`config.mk`:
```
export PLATFORM = sky130hd
export DESIGN_NAME = pi_gain_scheduler_flat
export DESIGN_NICKNAME = d
export VERILOG_FILES = /design/src/rtl/pi_ctrl_pkg.sv /design/src/rtl/pi_gain_scheduler_if.sv /design/src/rtl/pi_gain_scheduler_abs_sat.sv /design/src/rtl/pi_gain_scheduler.sv /design/src/flat_wrapper.sv
export SDC_FILE = /design/constraint.sdc
export NUM_CORES = 1
export LEC_CHECK = 0
export BUFFER_PORTS_ARGS = -buffer_cell sky130_fd_sc_hd__buf_2
export CAP_MARGIN = 10
export CORE_MARGIN = 3
export CORE_UTILIZATION = 61
export CTS_BUF_LIST = sky130_fd_sc_hd__clkbuf_4 sky130_fd_sc_hd__clkbuf_8
export CTS_CLUSTER_DIAMETER = 150
export CTS_CLUSTER_SIZE = 28
export DETAILED_ROUTE_END_ITERATION = 12
export PLACE_DENSITY_LB_ADDON = 0.08
export RECOVER_POWER = 100
export SYNTH_ARGS = -nofsm -noshare
export SYNTH_HDL_FRONTEND = slang
export SYNTH_SLANG_ARGS = --single-unit
```
`constraint.sdc`:
```
create_clock -name i_clk -period 9 [get_ports i_clk]
set_clock_uncertainty 0.15 [all_clocks]
set_input_delay 0.45 -clock i_clk [delete_from_list [all_inputs] [get_ports i_clk]]
set_output_delay 0.45 -clock i_clk [all_outputs]
set_load 0.01 [all_outputs]
```
`src/rtl/pi_ctrl_pkg.sv`:
```
// Shared definitions for the phase-corrector PI loop control blocks:
// state encoding and default data/coefficient/counter widths.
package pi_ctrl_pkg;

  localparam int DATA_W = 16;
  localparam int COEF_W = 16;
  localparam int CNT_W  = 10;

  typedef enum logic [1:0] {
    ST_IDLE = 2'd0,
    ST_ACQ  = 2'd1,
    ST_TRK  = 2'd2
  } state_e;

endpackage

```
`src/rtl/pi_gain_scheduler_if.sv`:
```
// Phase-error sample stream from the phase detector into the gain scheduler.
interface pi_gain_scheduler_if #(
  parameter int NB_DATA = 16
);

  // err_valid is a one-cycle strobe qualifying err; there is no ready/backpressure,
  // so every strobed sample is consumed on the edge where err_valid is high.
  logic [NB_DATA-1:0] err;
  logic               err_valid;

  modport master (output err, output err_valid);
  modport slave  (input  err, input  err_valid);

endinterface

```
`src/rtl/pi_gain_scheduler_abs_sat.sv`:
```
// Combinational |x| of a two's-complement word; the most negative code
// saturates to the largest positive code instead of wrapping.
module abs_sat #(
  parameter int W = 16
) (
  input  logic [W-1:0] x_i,
  output logic [W-1:0] abs_o
);

  localparam logic [W-1:0] MIN_NEG = {1'b1, {(W-1){1'b0}}};
  localparam logic [W-1:0] MAX_POS = {1'b0, {(W-1){1'b1}}};

  always_comb begin
    if (!x_i[W-1])          abs_o = x_i;
    else if (x_i == MIN_NEG) abs_o = MAX_POS;
    else                    abs_o = -x_i;
  end

endmodule

```
`src/rtl/pi_gain_scheduler.sv`:
```
// Sequences the PI loop filter through IDLE/ACQUIRE/TRACK, selects the active
// Kp/Ki pair (plus K = Ki-Kp), detects lock/unlock and commands integrator clears.
module pi_gain_scheduler
  import pi_ctrl_pkg::*;
#(
  parameter int NB_DATA  = DATA_W,
  parameter int NB_COEF  = COEF_W,
  parameter int NB_CNT   = CNT_W,
  parameter int N_LOCK   = 64,
  parameter int N_UNLOCK = 8,
  parameter int T_ACQ    = 1000
) (
  input  logic               i_clk,
  input  logic               i_rst,
  input  logic               i_enable,
  pi_gain_scheduler_if.slave err_if,
  input  logic [NB_DATA-1:0] i_th_lock,
  input  logic [NB_DATA-1:0] i_th_unlock,
  input  logic [NB_COEF-1:0] i_kp_acq,
  input  logic [NB_COEF-1:0] i_ki_acq,
  input  logic [NB_COEF-1:0] i_kp_trk,
  input  logic [NB_COEF-1:0] i_ki_trk,
  output logic [NB_COEF-1:0] o_kp,
  output logic [NB_COEF-1:0] o_ki,
  output logic [NB_COEF-1:0] o_k,
  output logic               o_gain_upd,
  output logic               o_int_clr,
  output logic               o_locked,
  output logic               o_acq_fail,
  output logic [1:0]         o_state
);

  typedef logic [NB_CNT-1:0]  cnt_t;
  typedef logic [NB_COEF-1:0] coef_t;

  localparam cnt_t LOCK_N   = cnt_t'(N_LOCK);
  localparam cnt_t UNLOCK_N = cnt_t'(N_UNLOCK);
  localparam cnt_t TMO_N    = cnt_t'(T_ACQ);

  function automatic cnt_t sat_inc(input cnt_t c);
    return (c == '1) ? c : c + 1'b1;
  endfunction

  // Ki-Kp on a 17-bit intermediate, then saturate back to the coefficient width.
  function automatic coef_t sat_trunc_fp(input coef_t ki, input coef_t kp);
    logic [NB_COEF:0] d;
    d = {ki[NB_COEF-1], ki} - {kp[NB_COEF-1], kp};
    if (d[NB_COEF] != d[NB_COEF-1]) return {d[NB_COEF], {(NB_COEF-1){~d[NB_COEF]}}};
    return d[NB_COEF-1:0];
  endfunction

  logic [NB_DATA-1:0] err_abs;
  logic               err_in, err_out, smp;
  coef_t              k_acq, k_trk;

  state_e state_q, state_d;
  cnt_t   lock_cnt_q, lock_cnt_d, unl_cnt_q, unl_cnt_d, tmo_cnt_q, tmo_cnt_d;
  coef_t  kp_q, kp_d, ki_q, ki_d, k_q, k_d;
  logic   gain_upd_q, gain_upd_d, int_clr_q, int_clr_d;
  logic   locked_q, locked_d, acq_fail_q, acq_fail_d;

  abs_sat #(.W(NB_DATA)) u_abs_sat (
    .x_i  (err_if.err),
    .abs_o(err_abs)
  );

  assign smp     = err_if.err_valid;
  assign err_in  = (err_abs <= i_th_lock);
  assign err_out = (err_abs > i_th_unlock);
  assign k_acq   = sat_trunc_fp(i_ki_acq, i_kp_acq);
  assign k_trk   = sat_trunc_fp(i_ki_trk, i_kp_trk);

  always_comb begin
    state_d    = state_q;
    lock_cnt_d = lock_cnt_q;
    unl_cnt_d  = unl_cnt_q;
    tmo_cnt_d  = tmo_cnt_q;
    kp_d       = kp_q;
    ki_d       = ki_q;
    k_d        = k_q;
    gain_upd_d = 1'b0;
    int_clr_d  = 1'b0;
    locked_d   = locked_q;
    acq_fail_d = acq_fail_q;

    // A dropped enable wins over any transition decided on the same sample.
    if (!i_enable || (state_q != ST_ACQ && state_q != ST_TRK && state_q != ST_IDLE)) begin
      state_d    = ST_IDLE;
      lock_cnt_d = '0;
      unl_cnt_d  = '0;
      tmo_cnt_d  = '0;
      kp_d       = '0;
      ki_d       = '0;
      k_d        = '0;
      int_clr_d  = 1'b1;
      locked_d   = 1'b0;
      acq_fail_d = 1'b0;
    end else begin
      case (state_q)
        ST_IDLE: begin
          state_d    = ST_ACQ;
          lock_cnt_d = '0;
          unl_cnt_d  = '0;
          tmo_cnt_d  = '0;
          kp_d       = i_kp_acq;
          ki_d       = i_ki_acq;
          k_d        = k_acq;
          gain_upd_d = 1'b1;
          acq_fail_d = 1'b0;
        end
        ST_ACQ: begin
          if (smp) begin
            lock_cnt_d = err_in ? sat_inc(lock_cnt_q) : '0;
            tmo_cnt_d  = sat_inc(tmo_cnt_q);
            if (lock_cnt_d == LOCK_N) begin
              state_d    = ST_TRK;
              lock_cnt_d = '0;
              tmo_cnt_d  = '0;
              unl_cnt_d  = '0;
              kp_d       = i_kp_trk;
              ki_d       = i_ki_trk;
              k_d        = k_trk;
              gain_upd_d = 1'b1;
              locked_d   = 1'b1;
            end else if (tmo_cnt_d == TMO_N) begin
              acq_fail_d = 1'b1;
              tmo_cnt_d  = '0;
            end
          end
        end
        default: begin
          // Samples inside the hysteresis band count as "not out" and restart the run.
          if (smp) begin
            unl_cnt_d = err_out ? sat_inc(unl_cnt_q) : '0;
            if (unl_cnt_d == UNLOCK_N) begin
              state_d    = ST_ACQ;
              unl_cnt_d  = '0;
              lock_cnt_d = '0;
              tmo_cnt_d  = '0;
              kp_d       = i_kp_acq;
              ki_d       = i_ki_acq;
              k_d        = k_acq;
              gain_upd_d = 1'b1;
              int_clr_d  = 1'b1;
              locked_d   = 1'b0;
            end
          end
        end
      endcase
    end
  end

  always_ff @(posedge i_clk) begin
    if (i_rst) begin
      state_q    <= ST_IDLE;
      lock_cnt_q <= '0;
      unl_cnt_q  <= '0;
      tmo_cnt_q  <= '0;
      kp_q       <= '0;
      ki_q       <= '0;
      k_q        <= '0;
      gain_upd_q <= 1'b0;
      int_clr_q  <= 1'b1;
      locked_q   <= 1'b0;
      acq_fail_q <= 1'b0;
    end else begin
      state_q    <= state_d;
      lock_cnt_q <= lock_cnt_d;
      unl_cnt_q  <= unl_cnt_d;
      tmo_cnt_q  <= tmo_cnt_d;
      kp_q       <= kp_d;
      ki_q       <= ki_d;
      k_q        <= k_d;
      gain_upd_q <= gain_upd_d;
      int_clr_q  <= int_clr_d;
      locked_q   <= locked_d;
      acq_fail_q <= acq_fail_d;
    end
  end

  assign o_kp       = kp_q;
  assign o_ki       = ki_q;
  assign o_k        = k_q;
  assign o_gain_upd = gain_upd_q;
  assign o_int_clr  = int_clr_q;
  assign o_locked   = locked_q;
  assign o_acq_fail = acq_fail_q;
  assign o_state    = state_q;

endmodule

```
`src/flat_wrapper.sv`:
```
// flat-port wrapper written by rule: the top's interface ports become plain ports
module pi_gain_scheduler_flat import pi_ctrl_pkg::*;
#(
  parameter int NB_DATA  = DATA_W,
  parameter int NB_COEF  = COEF_W,
  parameter int NB_CNT   = CNT_W,
  parameter int N_LOCK   = 64,
  parameter int N_UNLOCK = 8,
  parameter int T_ACQ    = 1000
)
  (i_clk, i_rst, i_enable, i_th_lock, i_th_unlock, i_kp_acq, i_ki_acq, i_kp_trk, i_ki_trk, o_kp, o_ki, o_k, o_gain_upd, o_int_clr, o_locked, o_acq_fail, o_state, err_if_err, err_if_err_valid);
  pi_gain_scheduler_if #(.NB_DATA(NB_DATA)) err_if_i ();
  input  logic i_clk;
  input  logic i_rst;
  input  logic i_enable;
  input  logic [NB_DATA-1:0] i_th_lock;
  input  logic [NB_DATA-1:0] i_th_unlock;
  input  logic [NB_COEF-1:0] i_kp_acq;
  input  logic [NB_COEF-1:0] i_ki_acq;
  input  logic [NB_COEF-1:0] i_kp_trk;
  input  logic [NB_COEF-1:0] i_ki_trk;
  output logic [NB_COEF-1:0] o_kp;
  output logic [NB_COEF-1:0] o_ki;
  output logic [NB_COEF-1:0] o_k;
  output logic o_gain_upd;
  output logic o_int_clr;
  output logic o_locked;
  output logic o_acq_fail;
  output logic [1:0] o_state;
  input wire logic [$bits(err_if_i.err)-1:0] err_if_err;
  input wire logic [$bits(err_if_i.err_valid)-1:0] err_if_err_valid;
  assign err_if_i.err = err_if_err;
  assign err_if_i.err_valid = err_if_err_valid;
  pi_gain_scheduler #(.NB_DATA(NB_DATA), .NB_COEF(NB_COEF), .NB_CNT(NB_CNT), .N_LOCK(N_LOCK), .N_UNLOCK(N_UNLOCK), .T_ACQ(T_ACQ)) u_core (.i_clk(i_clk), .i_rst(i_rst), .i_enable(i_enable), .err_if(err_if_i), .i_th_lock(i_th_lock), .i_th_unlock(i_th_unlock), .i_kp_acq(i_kp_acq), .i_ki_acq(i_ki_acq), .i_kp_trk(i_kp_trk), .i_ki_trk(i_ki_trk), .o_kp(o_kp), .o_ki(o_ki), .o_k(o_k), .o_gain_upd(o_gain_upd), .o_int_clr(o_int_clr), .o_locked(o_locked), .o_acq_fail(o_acq_fail), .o_state(o_state));
endmodule
```
Word level (Yosys, flattened, before mapping)
Cells that the tools add are included.
{ "classes": {"addsub": 6, "order_cmp": 2, "n_eq_ne": 16, "n_mux": 62, "bitwise_logic": 3, "reduce_logical": 17} }
{ "ops": {"columns": ["operator", "n"], "rows": [
  ["16-bit two-way mux", 18],
  ["10-bit two-way mux", 16],
  ["16-bit case mux with 2 select lines", 3],
  ["10-bit case mux with 2 select lines", 3],
  ["10-bit == test, second input constant", 4],
  ["16-bit by 16-bit subtractor with 17-bit output", 2],
  ["10-bit by 1-bit adder with 10-bit output, second input constant", 3],
  ["16-bit == test, second input constant", 1],
  ["16-bit > comparator", 1],
  ["16-bit <= comparator", 1],
  ["16-bit negation", 1],
  ["1-bit two-way mux", 14],
  ["4-bit AND reduction", 3],
  ["10-bit by 4-bit == test with 1-bit output, second input constant", 1],
  ["10-bit by 7-bit == test with 1-bit output, second input constant", 1],
  ["2-bit two-way mux", 4],
  ["2-bit nonzero test", 4],
  ["2-bit by 1-bit inequality test with 1-bit output, second input constant", 3],
  ["2-bit inequality test, second input constant", 3],
  ["1-bit case mux with 2 select lines", 3],
  ["3-bit AND reduction", 2],
  ["2-bit case mux with 2 select lines", 1],
  ["2-bit OR reduction", 2],
  ["1-bit NOT", 3],
  ["other kinds (7)", 9]
]} }
{ "word_totals": {"reg_bits": 84, "inputBits": 116, "output_inout_bits": 54, "elab_cells": 117} }

Depth between registers and ports, before layout
Gate-level depths: netlist (run 1).
{ "depth": {"word_depth": 9, "depth_mapped": 22, "ltp_nobuf": 19} }

By module
Synthesis (run 1) repeated with hierarchy kept, for this count alone.
{ "hier_totals": {"hier_cells": 959, "area_unflattened_um2": 7257.0} }
{ "by_module_without_submodules": {"columns": ["mod", "instances", "cells_per_inst", "area_each_um2"], "rows": [
  ["pi_gain_scheduler", 1, 892, 6839.1],
  ["abs_sat", 1, 67, 417.9]
]} }

Worst setup path before layout (run 1)
Ideal clock, no wire load.
{ "synth_timing": {"kind": "input-to-reg", "start": "input err_if_err[1]", "end": "register u_core.k_q[10] (netlist: u_core.o_k[10])", "setup_time_ns": 0.119, "arrival_ns": 4.341, "t_required_ns": 8.731, "path_slack_ns": 4.391, "path_stages": 16, "cell_sequence": "or3_1 or3b_2 or2_2 o41ai_1 xor2_1 nand2_1 ha_1 nand4_1 or4_1 a21o_1 a31oi_1 nor2_1 o22a_1 buf_6 buf_4 o221a_2"} }
{ "synth_between": {"elab_chain_len": 8, "word_cells_on_any_way": 13, "classes_between": "1 x add/sub; 2 x order compare; 4 x eq/ne; 4 x mux; 2 x reduce/logical"} }
{ "synth_rtl": {"columns": ["item", "line_no", "rtl"], "rows": [
  ["from (decl)", "flat_wrapper.sv:30", "input wire logic [$bits(err_if_i.err)-1:0] err_if_err;"],
  ["16-bit negation / 16-bit == test (equally long branches)", "pi_gain_scheduler_abs_sat.sv:16, pi_gain_scheduler_abs_sat.sv:15", null],
  ["16-bit two-way mux", "pi_gain_scheduler_abs_sat.sv:15", "else if (x_i == MIN_NEG) abs_o = MAX_POS;"],
  ["16-bit two-way mux *", "pi_gain_scheduler_abs_sat.sv:14", "if (!x_i[W-1]) abs_o = x_i;"],
  ["16-bit <= comparator / 16-bit > comparator (equally long branches)", "pi_gain_scheduler.sv:68, pi_gain_scheduler.sv:69", null],
  ["10-bit two-way mux (on tied branches)", "pi_gain_scheduler.sv:113, pi_gain_scheduler.sv:134", null],
  ["10-bit by 7-bit == test with 1-bit output / 10-bit by 4-bit == test with 1-bit output (equally long branches)", "pi_gain_scheduler.sv:115, pi_gain_scheduler.sv:135", null],
  ["2-bit by 1-bit inequality test with 1-bit output (no line) / 3-bit nonzero test (equally long branches)", null, null],
  ["4-bit AND reduction (no line) *", null, null],
  ["to (signal assigned)", "pi_gain_scheduler.sv:173", "k_q <= k_d;"],
  ["to (decl)", "pi_gain_scheduler.sv:58", "coef_t kp_q, kp_d, ki_q, ki_d, k_q, k_d;"]
]} }
Mark *: on every way between the ends. The rest lies on a longest branch, timed or not.
A chain may end at the register's enable or synchronous reset.

Worst setup path after layout (run 1)
{ "layout_timing": {"start": "input err_if_err[1]", "end": "register u_core.k_q[4] (netlist: u_core.o_k[4])"} }
The elaborated chain is that of the path after synthesis.

==> results of run 1 <==
[cells in the mapped netlist (18+ instances only)]
cell type / n / share of area [%]
o21ai_0: 36 / 2.5
xor2_1: 19 / 2.3
a311oi_1: 33 / 4.0
inv_1: 83 / 4.3
nand2_1: 134 / 6.9
nor3_1: 25 / 1.7
nor2_1: 94 / 4.9
clkbuf_1: 22 / 1.1
nand2b_1: 19 / 1.6
a31oi_1: 21 / 1.8
dfxtp_1: 84 / 23
and3_1: 18 / 1.6
a21oi_1: 68 / 4.7
nand4_1: 22 / 1.9
ha_1: 68 / 12
nand3_1: 32 / 2.2
[report_power, final]
group / total [mW] / internal [mW] / switching [mW] / leakage, nW
Sequential: 0.411 / 0.395 / 0.0160 / 0.685
Combinational: 0.389 / 0.151 / 0.239 / 2.95
Clock: 0.293 / 0.146 / 0.148 / 0.106
[cell usage in the layout, fill, tap and decap left out, types with 11 or more instances in the layout]
cell,netlist,routed
a21oi_1,68,68
a311oi_1,33,33
a31oi_1,21,21
and3_1,18,18
buf_2,15,114
clkbuf_1,22,55
clkbuf_8,0,11
dfxtp_1,84,84
ha_1,68,68
inv_1,83,83
nand2_1,134,134
nand2b_1,19,19
nand3_1,32,32
nand4_1,22,22
nor2_1,94,93
nor2b_1,11,11
nor3_1,25,25
o21ai_0,36,38
o22ai_1,12,12
or3_1,13,13
xnor2_1,15,15
xor2_1,19,19
[tightest hold or removal path, stage by stage]
cell,delay (ps)
buf_2,110
nand2_1,50
a311oi_1,70
[registers in the layout (all words and copies together) (netlist names), 2 cells and up]
register / flops
u_core.o_k: 16
u_core.o_kp: 16
u_core.tmo_cnt_q: 10
u_core.unl_cnt_q: 10
u_core.o_state: 2
u_core.lock_cnt_q: 10
u_core.o_ki: 16
[layout make-up]
cell class                      count  area (sq um)  area share (%)
Timing Repair Buffer              172           800            9.75
Sequential cell                    84          1680            20.5
Tap cell                          143           179            2.18
Inverter                           83           312            3.80
Multi-Input combinational cell    783          5020            61.3
Clock inverter                      4          47.5           0.580
Clock buffer                       12           159            1.94
[stage by stage]
step	std cells	hold slack (ps)	setup WS (ps)	cell area (sq um)
after CTS	1281	173	3680	8280
after detailed placement	1265	300	3280	8080
after global routing	1281	183	3080	8200
after global placement	1265	297	3400	8080
after floorplan	995	321	4390	7240
final	1281	180	3500	8200
[per-layer routing]
| layer | vias to the layer above | wire length [microns] | global-route usage [%] |
|---|---|---|---|
| li1 | 3885 | - | - |
| met3 | 29 | 1450 | 6.42 |
| met2 | 296 | 8790 | 45.6 |
| met1 | 3505 | 9250 | 41.5 |
| met5 | - | 13 | 0 |
| met4 | 2 | 351 | 8.14 |
[cell families (layout without fill, tap and decap cells)]
kind of cell / Yosys count / in the layout / synth area share (%)
adder cells (fa/ha/maj): 70 / 70 / 12.3
AO/OA/AOI/OAI: 264 / 264 / 24.9
XOR/XNOR: 34 / 34 / 4.11
buffers and inverters: 128 / 271 / 7.46
multiplexers: 5 / 5 / 0.708
AND/OR/NAND/NOR: 410 / 410 / 27.3
flip-flops: 84 / 84 / 23.2
[final timing paths]
check                                                        from                          end  slack [ps]  cells after the start
worst max register to register  u_core.lock_cnt_q[0]$_SDFFE_PP0P_   u_core.o_k[4]$_SDFFE_PP0P_        4940                     10
worst min register to register        u_core.o_k[15]$_SDFFE_PP0P_  u_core.o_k[15]$_SDFFE_PP0P_         310                      2
worst max-delay path                                err_if_err[1]   u_core.o_k[4]$_SDFFE_PP0P_        3500                     17
worst min-delay path                                  i_kp_acq[6]  u_core.o_kp[6]$_SDFFE_PP0P_         180                      3
==> impl_results.md, run 1 <==
- Status: finished, violations left
- Failing checks: max-capacitance violations, max-slew violations
- Worst path bufs/invs: 2
- Worst stage delay on the critical path: 580 ps
- Area growth syn-to-layout: 13.2%
- Core ar.: 11500 sq um
- Fin util: 71.2%
- Post-synthesis sequential area ratio: 23.2%
- Largest net degree at the start of global routing: 82
- Final Hold Vio Count: 0
- Global-route wire length before repair: 32000 microns
- Drt total wl: 19900 microns
- Top fanout value on the critical path: 81
- Post-DP HPWL: 15200 microns
- Worst EP required: 9130 ps
- Fmax: 182 MHz
- Grt ovf: 0
- # H-tree levels: 3
- Post-Syn Area: 7240 sq um
- Worst Hold Class: input pin to flip-flop
- Detailed-router iteration count before antenna repair: 5
- Detailed-route wire length per cell: 15.5 microns
- Slew headroom: -4.72%
- Post-route DRC: 0
- Pwr Density: 133 nW/um^2
- Cell breakdown of the critical path: buf_2, or3_1, or3b_2, or2_2, o41ai_1, xor2_1, nand2_1, ha_1, nand4_1, or4_1, nor2_1, a31oi_1, nor2_1, o22a_2, buf_4, o211ai_1, o221a_2
- Gpl congestion: 0.914
- Crit. End Element: flip-flop
- Post-synth ARST share: 0%
- Worst-path clk slew: 90 ps
- Port Buffer Count: 169
- Antenna viol nets, final: 0
- Total power: 1.09 mW
- CP top delay family: simple AND/OR/NAND/NOR gates
- Post-CTS setup buffers: 0
- Startpoint types: input pin
- FILL cells: 1026
- Hold-fix buffers, CTS: 0
- Post-synth top flop: dfxtp_1
- TritonCTS clock tree: built
- Post-Synthesis Cells: 995
- Critical path class: input pin to flip-flop
- Number of global-route vias before repair: 6827
- Syn Nets: 1181
- CTS root buffer: clkbuf_8
- Yosys warning count: 0
- Vias/cell: 6.02
- Most frequent CP cell: nor2_1
- CTS max path bufs: 2
- Total negative slack: 0 ps
- Final setup vio count: 0
- Initial core utilization: 62.9%
- ANT cells: 0
- Leak: 3.74 nW
- Final Critical Period: 5510 ps
- Fin crit share: 61.2%
- Row count: 39
- Die width: 115 microns
- Die Y: 115 microns
- Post-synth EDFFs: 0
- Initial antenna violation count: 1
- Nets: 1319
- Unrepaired setup endpoints after global routing: no
- GRT Util Overall: 29.4%
- Die ar.: 13200 sq um
- Skew-Pair Late Insertion Delay: 390 ps
- Violation count after the first detailed-routing iteration: 753
- Slew @ Worst Pin: 1560 ps
- Fraction of layout cells with a size suffix above 1: 13.4%
- Max Cap Viol: 1
- Synth cell types: 75
- Maximum vdd drop: 0.0000953 V
- Avg Cell Area, Syn: 7.28 sq um
- Total CTS buffers: 9
- CP arrival: 5630 ps
- Vias post-DR: 7717
- Max-slew violation count: 19
- Post-CTS Resized: 0
- Worst path slowest cell: buf_4
- I/O pins: 170
- Clk sinks: 84
- FF+latch count, synth: 84
(Power assumes the default switching activity.)
==> run 2: changes to the inputs <==
--- a/config.mk
+++ b/config.mk
@@ -8,7 +8,7 @@
 export BUFFER_PORTS_ARGS = -buffer_cell sky130_fd_sc_hd__buf_2
 export CAP_MARGIN = 10
 export CORE_MARGIN = 3
-export CORE_UTILIZATION = 61
+export CORE_UTILIZATION = 57
 export CTS_BUF_LIST = sky130_fd_sc_hd__clkbuf_4 sky130_fd_sc_hd__clkbuf_8
 export CTS_CLUSTER_DIAMETER = 150
 export CTS_CLUSTER_SIZE = 28
==> constraint.sdc (replaced) <==
create_clock -name i_clk -period 5.4 [get_ports i_clk]
set_clock_uncertainty 0.15 [all_clocks]
set_input_delay 0.27 -clock i_clk [delete_from_list [all_inputs] [get_ports i_clk]]
set_output_delay 0.27 -clock i_clk [all_outputs]
set_load 0.01 [all_outputs]
==> impl_results.md, run 2 (same netlist as run 1, synthesis figures left out) <==
- Drt total wl: 20300 microns
- Die Y: 119 microns
- Final Hold Vio Count: 0
- CTS root buffer: clkbuf_8
- Largest net degree at the start of global routing: 58
- Crit. End Element: flip-flop
- Maximum vdd drop: 0.000123 V
- Post-DP HPWL: 15700 microns
- Worst EP required: 5520 ps
- Max-slew violation count: 0
- Detailed-route wire length per cell: 15.4 microns
- Number of global-route vias before repair: 7031
- Final cell count without fillers: 1322
- # H-tree levels: 3
- I/O pins: 170
- Multi-input combinational cell area: 5030 sq um
- Leak: 3.80 nW
- Max Cap Viol: 0
- Skew-Pair Late Insertion Delay: 380 ps
- Global-route wire length before repair: 33500 microns
- Row count: 40
- Critical path class: input pin to flip-flop
- Total negative slack: 0 ps
- Slew headroom: 35.8%
- Detailed-router iteration count before antenna repair: 5
- Antenna viol nets, final: 0
- Vias post-DR: 7723
- Final setup vio count: 0
- Fin crit share: 94.1%
- Clk sinks: 84
- Cell breakdown of the critical path: clkbuf_1, or3_1, or3b_2, or2_2, o41ai_1, xor2_1, nand2_1, ha_1, nand4_1, or4_1, a21o_1, a31oi_1, nor2_2, o22a_2, clkbuf_8, nor2_1, a311oi_1, dlygate4sd3_1
- Post-route DRC: 0
- Worst path slowest cell: dlygate4sd3_1
- Vias/cell: 5.84
- Violation count after the first detailed-routing iteration: 622
- CP arrival: 5210 ps
- Sequential cell area: 1680 sq um
- DP Cell Count: 1297
- Fraction of layout cells with a size suffix above 1: 13.6%
- Post-CTS setup buffers: 0
- Total CTS buffers: 9
- Nets: 1335
- Worst-path clk slew: 90 ps
- FILL cells: 1214
- Port Buffer Count: 169
- Die ar.: 14100 sq um
- ANT cells: 0
- Area growth syn-to-layout: 15.5%
- Initial core utilization: 59.3%
- Core ar.: 12200 sq um
- Unrepaired setup endpoints after global routing: no
- Final Critical Period: 5080 ps
- Commonest non-fill, non-tap cells in the layout: 134 x nand2_1, 114 x buf_2, 92 x nor2_1, 84 x dfxtp_1, 83 x inv_1
- GRT Util Overall: 28.3%
- Worst Hold Class: input pin to flip-flop
- Status: complete, no violations
- Slew @ Worst Pin: 961 ps
- TritonCTS clock tree: built
- Fmax: 197 MHz
- Initial antenna violation count: 0
- Die width: 119 microns
- Gpl congestion: 0.924
- Grt ovf: 0
- CTS max path bufs: 2
- Worst stage delay on the critical path: 590 ps
- Startpoint types: input pin
- Commonest non-fill, non-tap cell in the layout: nand2_1
- Top fanout value on the critical path: 57
- Pwr Density: 219 nW/um^2
==> run 2: path summary, 6_finish.rpt <==
check | endpoint | slack [ps] | cells after the start | start
worst max-delay path | u_core.o_ki[9]$_SDFFE_PP0P_ | 320 | 18 | err_if_err[1]
worst min-delay path | u_core.o_kp[0]$_SDFFE_PP0P_ | 6 | 3 | i_kp_trk[0]
worst max register to register | u_core.o_ki[9]$_SDFFE_PP0P_ | 1580 | 11 | u_core.lock_cnt_q[0]$_SDFFE_PP0P_
worst min register to register | u_core.o_kp[1]$_SDFFE_PP0P_ | 350 | 2 | u_core.o_kp[1]$_SDFFE_PP0P_
==> run 2: power breakdown <==
group          internal, mW  total (mW)  leakage [nW]  switching (mW)
logic                 0.259       0.663          3.01           0.403
registers             0.659       0.685         0.685          0.0260
clock network         0.233       0.482         0.103           0.249
==> run 2: worst max-delay path, delay by kind of cell <==
kind / cells / cell delay [ps]
XOR/XNOR: 1 / 170
adder cells (fa/ha/maj): 1 / 330
AO/OA/AOI/OAI: 5 / 1190
buffers and inverters: 3 / 950
AND/OR/NAND/NOR: 8 / 2270
==> run 2: final cells by class <==
class                      count  area share, %
multi-input combinational    783           60.1
timing repair buffer         188           11.1
sequential                    84           20.1
clock buffer                  11           1.73
tap                          168           2.51
inverter                      83           3.72
clock inverter                 5          0.718
==> run 2: per-stage QoR <==
stage / cell area (sq um) / power [mW] / util (%) / setup WS (ps) / hold WS (ps)
floorplan: 7240 / 1.16 / - / 971 / 279
detailed placement: 8150 / 1.36 / 66.8 / 262 / 339
CTS: 8450 / 1.84 / 69.2 / 173 / 0.310
finish: 8370 / 1.83 / 68.5 / 317 / 6.41
global placement: 8150 / 1.35 / 66.8 / 428 / 331
global route: 8370 / 1.94 / 68.5 / 34.5 / 9.17
==> run 2: repair_timing <==
action / 4_1_cts / 5_1_grt
endpoints found under the hold margin: 8 / 0
resized for setup: 0 / 5
hold buffers: 9 / 0
endpoints found under the setup margin: 0 / 1
==> run 2: per-layer routing <==
metal  vias to the layer above  share of wire (%)  global-route usage, %
met5                         -                  0                      0
met4                         0                1.5                   8.18
met3                        21                6.7                   4.83
met2                       249                 44                   44.1
met1                      3528                 47                   40.2
li1                       3925                  -                      -
==> run 3: changes to the inputs <==
--- a/config.mk
+++ b/config.mk
@@ -15,6 +15,7 @@
 export DETAILED_ROUTE_END_ITERATION = 12
 export PLACE_DENSITY_LB_ADDON = 0.08
 export RECOVER_POWER = 100
+export REMOVE_ABC_BUFFERS = 1
 export SYNTH_ARGS = -nofsm -noshare
 export SYNTH_HDL_FRONTEND = slang
 export SYNTH_SLANG_ARGS = --single-unit
==> impl_results.md, run 3 (same netlist as run 1, synthesis figures left out) <==
- Status: complete, no violations
- Global-route wire length before repair: 34400 microns
- Slew @ Worst Pin: 1080 ps
- Fmax: 195 MHz
- Post-route DRC: 0
- Drt total wl: 21400 microns
- Cell breakdown of the critical path: clkbuf_1, or3_1, or3b_2, or2_2, o41ai_1, xor2_1, nand2_1, ha_1, nand4_1, or4_1, nor2_1, a31oi_1, nor2_2, o22a_4, buf_6, nor2_1, a311oi_1, dlygate4sd3_1
- Die Y: 119 microns
- Worst Hold Class: input pin to flip-flop
- Commonest non-fill, non-tap cells in the layout: 134 x nand2_1, 114 x buf_2, 92 x nor2_1, 84 x dfxtp_1, 83 x inv_1
- Maximum vdd drop: 0.000222 V
- Pwr Density: 213 nW/um^2
- Grt ovf: 0
- Commonest non-fill, non-tap cell in the layout: nand2_1
- Die width: 119 microns
- Antenna viol nets, final: 0
- Largest net degree at the start of global routing: 64
- Gpl congestion: 0.896
- Worst stage delay on the critical path: 600 ps
- Critical path class: input pin to flip-flop
- Nets: 1370
- CTS max path bufs: 2
- Fraction of layout cells with a size suffix above 1: 13.3%
- Dpl cell area: 8150 sq um
- Post-Layout Inst Area: 8730 sq um
- Row count: 40
- Total negative slack: 0 ps
- Final worst slack: 259 ps
- Initial core utilization: 59.3%
- Clk sinks: 84
- Max-slew violation count: 0
- Final Critical Period: 5140 ps
- DP Cell Count: 1296
- ANT cells: 0
- I/O pins: 170
- Number of global-route vias before repair: 7188
- CP arrival: 5330 ps
- Most frequent CP cell: nor2_1
- Final setup vio count: 0
- Hold WS: 3.37 ps
- Die ar.: 14100 sq um
- Detailed-route wire length per cell: 15.8 microns
- Post-DP HPWL: 15500 microns
- Total CTS buffers: 9
- Total power: 1.86 mW
- Slew headroom: 27.8%
- Core ar.: 12200 sq um
- Skew-Pair Late Insertion Delay: 390 ps
- # H-tree levels: 3
- Worst EP required: 5590 ps
- CTS root buffer: clkbuf_8
- Startpoint types: input pin
- Detailed-router iteration count before antenna repair: 5
- Worst-path clk slew: 90 ps
- Initial antenna violation count: 0
- Unrepaired setup endpoints after global routing: no
- Fin util: 71.5%
- Top fanout value on the critical path: 28
- Vias/cell: 5.88
- Max Cap Viol: 0
- Port Buffer Count: 169
- Leak: 3.99 nW
- Post-CTS setup buffers: 0
- Fin crit share: 95.2%
- TritonCTS clock tree: built
- Setup slack at placement: 227 ps
- Violation count after the first detailed-routing iteration: 597
- Area growth syn-to-layout: 20.5%
- Final Hold Vio Count: 0
- Worst path slowest cell: dlygate4sd3_1
- Final cell count without fillers: 1357
- Crit. End Element: flip-flop
- GRT Util Overall: 29.3%
- Vias post-DR: 7978
## run 3: area by class of cell
class / instances / area, sq um
Multi-Input combinational cell: 783 / 5040
Fill cell: 1121 / 3480
Sequential cell: 84 / 1680
Timing Repair Buffer: 223 / 1290
Inverter: 83 / 312
Tap cell: 168 / 210
Clock buffer: 10 / 131
Clock inverter: 6 / 63.8
## run 3: critical path, delay by kind of cell
kind | cells | cell delay [ps]
AO/OA/AOI/OAI | 4 | 1100
buffers and inverters | 3 | 940
XOR/XNOR | 1 | 180
AND/OR/NAND/NOR | 9 | 2480
adder cells (fa/ha/maj) | 1 | 320
## run 3: final timing paths
path	cells after the start	end	slack [ps]	start
min	3	u_core.o_ki[8]$_SDFFE_PP0P_	3	i_ki_trk[8]
max reg2reg	10	u_core.o_kp[11]$_SDFFE_PP0P_	1350	u_core.unl_cnt_q[1]$_SDFFE_PP0P_
max	18	u_core.o_kp[11]$_SDFFE_PP0P_	260	err_if_err[1]
min reg2reg	2	u_core.o_k[15]$_SDFFE_PP0P_	360	u_core.o_k[15]$_SDFFE_PP0P_
## run 3: report_power, final
| group | switching (mW) | internal (mW) |
|---|---|---|
| clock | 0.256 | 0.219 |
| combinational | 0.413 | 0.286 |
| sequential | 0.0269 | 0.659 |
| total | 0.696 | 1.16 |
## run 3: timing repair
item	4_1_cts	5_1_grt
endpoints found under the hold margin	24	0
hold buffers	45	0
endpoints found under the setup margin	0	21
gates resized for setup	0	4
## run 3: per-layer routing
| metal | global-route usage (%) | wire [microns] | vias up |
|---|---|---|---|
| li1 | - | - | 3998 |
| met1 | 38.9 | 9800 | 3693 |
| met2 | 48.3 | 9940 | 258 |
| met3 | 5.93 | 1320 | 29 |
| met4 | 8.25 | 391 | 0 |
| met5 | 0 | 0 | - |
